## src/rtl/fetch_queue_pkg.sv

```systemverilog
// Shared constants and types for the fetch/decode pipeline stages.
package fetch_queue_pkg;

    // Default number of (PC, instruction) entries held in the fetch queue.
    localparam int FQ_DEPTH_DEFAULT = 4;

    // Instruction and PC value presented to decode when nothing is valid.
    localparam logic [31:0] NOP = 32'h0000_0000;

    // One queue entry: the fetched word and the PC it was read from.
    typedef struct packed {
        logic [31:0] pc;
        logic [31:0] instr;
    } fq_entry_t;

endpackage

```

## src/rtl/fetch_queue_mem.sv

```systemverilog
// Fetch queue storage: one synchronous write port, one asynchronous read port.
// Entries are cleared by reset; flush leaves them alone since validity is
// tracked entirely by the pointers and count in the parent.
module fetch_queue_mem
    import fetch_queue_pkg::*;
#(
    parameter int DEPTH = FQ_DEPTH_DEFAULT,
    parameter int AW    = $clog2(DEPTH)
) (
    input  logic            clk,
    input  logic            RESET,
    input  logic            wr_en,
    input  logic [AW-1:0]   wr_addr,
    input  fq_entry_t       wr_data,
    input  logic [AW-1:0]   rd_addr,
    output fq_entry_t       rd_data
);

    fq_entry_t entries [DEPTH];

    // Write the addressed entry on a push; clear every entry while in reset.
    always_ff @(posedge clk or negedge RESET) begin
        if (!RESET) begin
            for (int i = 0; i < DEPTH; i++) begin
                entries[i] <= '0;
            end
        end else if (wr_en) begin
            entries[wr_addr] <= wr_data;
        end
    end

    assign rd_data = entries[rd_addr];

endmodule

```

## src/rtl/fetch_queue.sv

```systemverilog
// Fetch queue between the IFU and decode. Holds up to DEPTH fetched words in
// order. No bypass: a word pushed into an empty queue is visible one cycle
// later. in_ready is purely a function of occupancy, so a full queue refuses
// a word even in a cycle where decode pops. Flush discards all held entries.
// DEPTH must be a power of two and at least 2 so the pointers wrap naturally.
module fetch_queue
    import fetch_queue_pkg::*;
#(
    parameter int DEPTH = FQ_DEPTH_DEFAULT
) (
    input  logic                      clk,
    input  logic                      RESET,
    input  logic                      in_valid,
    input  logic [31:0]               in_pc,
    input  logic [31:0]               in_instr,
    output logic                      in_ready,
    output logic                      out_valid,
    input  logic                      out_ready,
    output logic [31:0]               out_pc,
    output logic [31:0]               out_instr,
    input  logic                      flush,
    output logic [$clog2(DEPTH):0]    count
);

    localparam int AW = $clog2(DEPTH);
    localparam int CW = AW + 1;
    localparam logic [CW-1:0] FULL = CW'(DEPTH);

    logic [AW-1:0] wr_ptr;
    logic [AW-1:0] rd_ptr;
    logic          push;
    logic          pop;
    fq_entry_t     wr_entry;
    fq_entry_t     head;

    assign in_ready  = (count != FULL);
    assign out_valid = (count != '0);

    assign push = in_valid  && in_ready  && !flush;
    assign pop  = out_valid && out_ready && !flush;

    assign wr_entry.pc    = in_pc;
    assign wr_entry.instr = in_instr;

    fetch_queue_mem #(
        .DEPTH (DEPTH),
        .AW    (AW)
    ) u_mem (
        .clk     (clk),
        .RESET   (RESET),
        .wr_en   (push),
        .wr_addr (wr_ptr),
        .wr_data (wr_entry),
        .rd_addr (rd_ptr),
        .rd_data (head)
    );

    // Decode sees NOP whenever the head is not valid.
    assign out_pc    = out_valid ? head.pc    : NOP;
    assign out_instr = out_valid ? head.instr : NOP;

    // Pointer and occupancy tracking; flush overrides any push or pop.
    always_ff @(posedge clk or negedge RESET) begin
        if (!RESET) begin
            wr_ptr <= '0;
            rd_ptr <= '0;
            count  <= '0;
        end else if (flush) begin
            wr_ptr <= '0;
            rd_ptr <= '0;
            count  <= '0;
        end else begin
            if (push) begin
                wr_ptr <= wr_ptr + AW'(1);
            end
            if (pop) begin
                rd_ptr <= rd_ptr + AW'(1);
            end
            if (push && !pop) begin
                count <= count + CW'(1);
            end else if (pop && !push) begin
                count <= count - CW'(1);
            end
        end
    end

endmodule

```

## config.mk

```make
export PLATFORM = sky130hd
export DESIGN_NAME = fetch_queue
export DESIGN_NICKNAME = d
export VERILOG_FILES = /design/src/rtl/fetch_queue_pkg.sv /design/src/rtl/fetch_queue_mem.sv /design/src/rtl/fetch_queue.sv
export SDC_FILE = /design/constraint.sdc
export NUM_CORES = 1
export LEC_CHECK = 0
export BUFFER_PORTS_ARGS = -buffer_cell sky130_fd_sc_hd__buf_2
export CELL_PAD_IN_SITES_DETAIL_PLACEMENT = 0
export CELL_PAD_IN_SITES_GLOBAL_PLACEMENT = 2
export CORE_MARGIN = 1.5
export CORE_UTILIZATION = 46
export CTS_CLUSTER_DIAMETER = 150
export CTS_CLUSTER_SIZE = 25
export DETAILED_ROUTE_END_ITERATION = 10
export PLACE_DENSITY_LB_ADDON = 0.1
export SLEW_MARGIN = 20
export SYNTH_ARGS = -nofsm -noshare
export SYNTH_HDL_FRONTEND = slang
export SYNTH_HIERARCHICAL = 1
export SYNTH_SLANG_ARGS = --single-unit
```

## constraint.sdc

```tcl
create_clock -name clk -period 5.2 [get_ports clk]
set_input_delay 0.52 -clock clk [delete_from_list [all_inputs] [get_ports clk]]
set_output_delay 0.52 -clock clk [all_outputs]
set_load 0.05 [all_outputs]
```

* Word-level counts from Yosys, hierarchy flattened
Cells that the tools add are included.
Operators by class: multiplexer cells 15, bitwise logic cells 2, equality and inequality tests 1, magnitude comparators 3, add/subtract/negate cells 4, reductions and logical operators 14
Operator list (count):
- 256-bit bitwise mux | 1
- 64-bit 2-to-1 mux | 3
- 64-bit binary-select mux with 2-bit select | 1
- 64-bit demux with 2-bit select | 1
- 32-bit 2-to-1 mux | 2
- 3-bit 2-to-1 mux | 3
- 2-bit 2-to-1 mux | 4
- 1-bit logical AND | 7
- 3-bit >= comparator, second input constant | 2
- 2-bit NOT with 3-bit output | 2
- 3-bit nonzero test | 2
- 2-bit by 1-bit adder with 2-bit output, second input constant | 2
- 2-bit nonzero test | 2
- 3-bit by 1-bit adder with 3-bit output, second input constant | 1
- 1-bit logical NOT | 3
- 3-bit by 1-bit < comparator with 1-bit output, second input constant | 1
- 3-bit inequality test, second input constant | 1
- 3-bit by 1-bit subtractor with 3-bit output, second input constant | 1
Word-level totals: register bits 263, word-level logic and storage cells 50

* Logic depth before layout (Yosys ltp)
depth after elaboration 8, gate-level depth with buffers 9, mapped depth without buffers 8

* Cells and area by module
Netlist, hierarchy kept.
By module, submodules not included:
- fetch_queue_mem | area an instance 11162.0 µm², sequential area each 6406.1 µm², cells an instance 621, times used 1
- fetch_queue | area an instance 1002.2 µm², sequential area each 175.2 µm², cells an instance 132, times used 1

* Worst setup path before layout
No wires, ideal clock.
path type reg2reg, from reg count[2], to reg count[2], setup time 0.131 ns, path slack 2.410 ns, arrival 2.660 ns, path buffers 1, period minus slack after synthesis 2.790 ns, data required time 5.069 ns, stages on the path, launching flop included 10, path through dfrtp_1 -> buf_2 -> nor3b_1 -> inv_1 -> nand2_1 -> nor3b_1 -> fa_1 -> or3b_2 -> o21bai_1 -> a211oi_1
RTL lines:
- start: declaration | RTL line fetch_queue.sv:22 | output logic [$clog2(DEPTH):0] count
- start signal: assignment | RTL line fetch_queue.sv:80 | count <= count + CW'(1);
- start signal: assignment | RTL line fetch_queue.sv:82 | count <= count - CW'(1);
- 3-bit inequality test (*) | RTL line fetch_queue.sv:36 | assign in_ready = (count != FULL);
- via in_ready | RTL line fetch_queue.sv:16 | output logic in_ready,
- 1-bit logical AND (*) (2 in a row) | RTL line fetch_queue.sv:39 | assign push = in_valid && in_ready && !flush;
- 1-bit logical AND / 1-bit logical NOT (equally long branches) | RTL line fetch_queue.sv:79, fetch_queue.sv:81
- 3-bit 2-to-1 mux / 1-bit logical AND (equally long branches) | RTL line fetch_queue.sv:79, fetch_queue.sv:81
- 3-bit 2-to-1 mux / 3-bit nonzero test (equally long branches)
Mark *: on every way through the listed nets, which the timed path passes. The rest lies on a longest branch. The select of a mux whose other input is x is not followed. A chain may end at the register's enable or synchronous reset.

==> metrics <==
worst flop-to-flop path endpoint u_mem/entries[119]; minimum period implied by the final worst setup slack 3.42 ns; cell area after synthesis 0.0122 mm²; Max Slew Vio Count 0; clk buf depth 3; worst r2r path cells 7; Root Buffer clkbuf_16; GRT overflow 0; pre-CTS setup slack 2.17 ns; status completed; fin nets 934; io pins 138; PwrDens 528 mW/mm²; critical path's slowest cell dfrtp_4; gr usage total 19.2%; setup ws final 1.78 ns; cell count after synthesis 753; share of layout cells above drive strength 1 56.5%; die area 0.0274 mm²; pin count of the biggest net entering global routing 107; TritonCTS sink count 263; WP data required 4.68 ns; # fillers 2,146; Final GP Congestion 0.700; number of remaining DRC errors 0; flop2flop setup slack 2.29 ns; DR iter-0 viols 292; crit path capture type output pin; Clk pin slew, worst setup/hold paths 0.10 ns; Core Rows 59; final setup fails 0; Multi-input gate area 0.00508 mm²; post-CTS setup buffer count 0; Worst slew margin 32.6%; final period utilization 65.8%; antenna violations before repair 9; Post-synth EDFFs 0; Syn. warnings 6; H-tree levels 1; CTS Buf Count 14; Die W 166 µm; routed vias 6,737; crit-path cells buf_4 -> mux4_2 -> and2_1 -> buf_2; crit path kind reg2out; most common cell in the netlist dfrtp_1; Worst setup SP type flop; area growth from synthesis to layout 9.43%; CTS Hold Bufs 0; Worst path max stage delay 0.97 ns; HPWL Detailed 15,800 µm; number of gates resized after CTS 0; Clock Latency Late Sink 0.49 ns; P_leak 6.04 nW; Synth Register Bits 263; Max FO, Critical Path 38; Starting Density 46.8%; worst setup path startpoint rd_ptr[0]; worst clock skew 0.0149 ns; f_max 292 MHz; FF/Latch Area 0.00659 mm²; worst hold slack 0.0335 ns; first-pass GRT wire length 42,100 µm; reg2reg start count[2]; worst slew pin tran 1.01 ns; Total Neg Setup Slack 0 ns; Yosys cell types 39; Synth area leader dfrtp_1; final wirelength 25,800 µm; Vias per Instance 5.59; Yosys top cell area share 54.1%; Max Cap Violations 0; crit path buf inv count 2; top_reg_cell synth dfrtp_1; Post-Syn Nets 823; vias in the first global route 7,590; peak supply drop 0.327 mV; largest cells by area after synthesis dfrtp_1, mux2_2, mux4_2; sequential element share of the synthesized area 54.1%; Final Hold Fails 0; PortBufs 137; CP top delay family flip-flops; placeable core area 0.0260 mm²; RSZ-0062 raised after global routing false; TritonRoute pass-1 iters 4; DIE HEIGHT 166 µm; Hold Crit Class in2async; average routed wire per standard cell 21.4 µm; most frequent cells after synthesis dfrtp_1, mux2_2, and2_1, mux4_2, buf_6; Critical Path AT 2.90 ns; ys async rst share 100%; Antenna Nets Post-Route 0; synthesized area per cell 16.2 µm²; TritonCTS clock tree yes
-- flip-flops by register name (all words and copies together) (netlist names) --
signal,count
wr_ptr,2
rd_ptr,2
count,3
u_mem/entries,256
-- worst reg2reg max path, stage by stage (launching register included) --
cell      delay (ns)
dfrtp_1         0.48
nor3b_1         0.21
inv_1           0.11
nand2_1         0.07
nor2_1          0.31
nand3b_1        0.76
buf_12          0.51
mux2_2          0.35
-- through the flow --
step / total power [mW] / area, µm² / cells / utilization, %
after floorplan: 5.31 / 12200 / 753 / -
after global placement: 5.79 / 12900 / 1183 / 49.7
after detailed placement: 5.94 / 12900 / 1183 / 49.7
after CTS: 7.13 / 13300 / 1200 / 51.2
after global routing: 7.44 / 13300 / 1205 / 51.2
final: 7.03 / 13300 / 1205 / 51.2
-- power by group --
group	switching, mW	internal (mW)
clock	0.643	0.527
sequential	0.416	2.77
combinational	1.44	1.24
-- cell families after synthesis --
kind of cell | after synthesis | share of synthesized area [%]
flip-flops | 263 | 54.1
AO/OA/AOI/OAI | 16 | 0.926
AND/OR/NAND/NOR | 88 | 4.60
XOR/XNOR | 3 | 0.216
adder cells (fa/ha/maj) | 1 | 0.165
multiplexers | 322 | 35.7
buffers and inverters | 60 | 4.27
-- cell usage in the layout, fill, tap and decap left out, types with 2 or more instances in the layout --
master / instances
dfrtp_1: 261
or3b_2: 2
diode_2: 5
and2_1: 64
o21ai_0: 4
xor2_1: 3
buf_2: 136
nand2_1: 2
a21oi_1: 2
mux2_2: 252
buf_4: 11
inv_1: 6
clkbuf_16: 15
mux4_2: 64
nand3b_1: 4
nor2_1: 6
nor3b_1: 2
mux2_1: 5
nor2b_1: 2
-- worst max path at each step --
stage          depth (start not counted)   endpoint  slack [ns]
6_report                               4  out_pc[9]        1.78
2_1_floorplan                          9   count[2]        2.41
3_5_place_dp                           4  out_pc[9]        2.17
3_3_place_gp                           4  out_pc[5]        2.18
5_1_grt                                4  out_pc[9]        1.53
4_1_cts                                4  out_pc[9]        1.64
-- layout make-up --
cell class | count | share of cell area (%)
repair buffers | 149 | 6.00
clock inverters | 1 | 0.122
multi-input cells | 430 | 38.1
diodes | 5 | 0.0940
flip-flops and latches | 263 | 49.5
clock buffers | 16 | 2.85
well taps | 335 | 3.15
inverters | 6 | 0.169
-- layer usage --
metal | global-route usage (%) | vias to the layer above | routed length (µm) | part of all wire, %
li1 | - | 2963 | - | -
met1 | 25.1 | 3620 | 11100 | 43
met2 | 33.2 | 116 | 13200 | 51
met3 | 3.63 | 32 | 1060 | 4.1
met4 | 4.90 | 6 | 369 | 1.4
met5 | 0 | - | 37 | 0.14
Power figures use the tool's default switching activity.
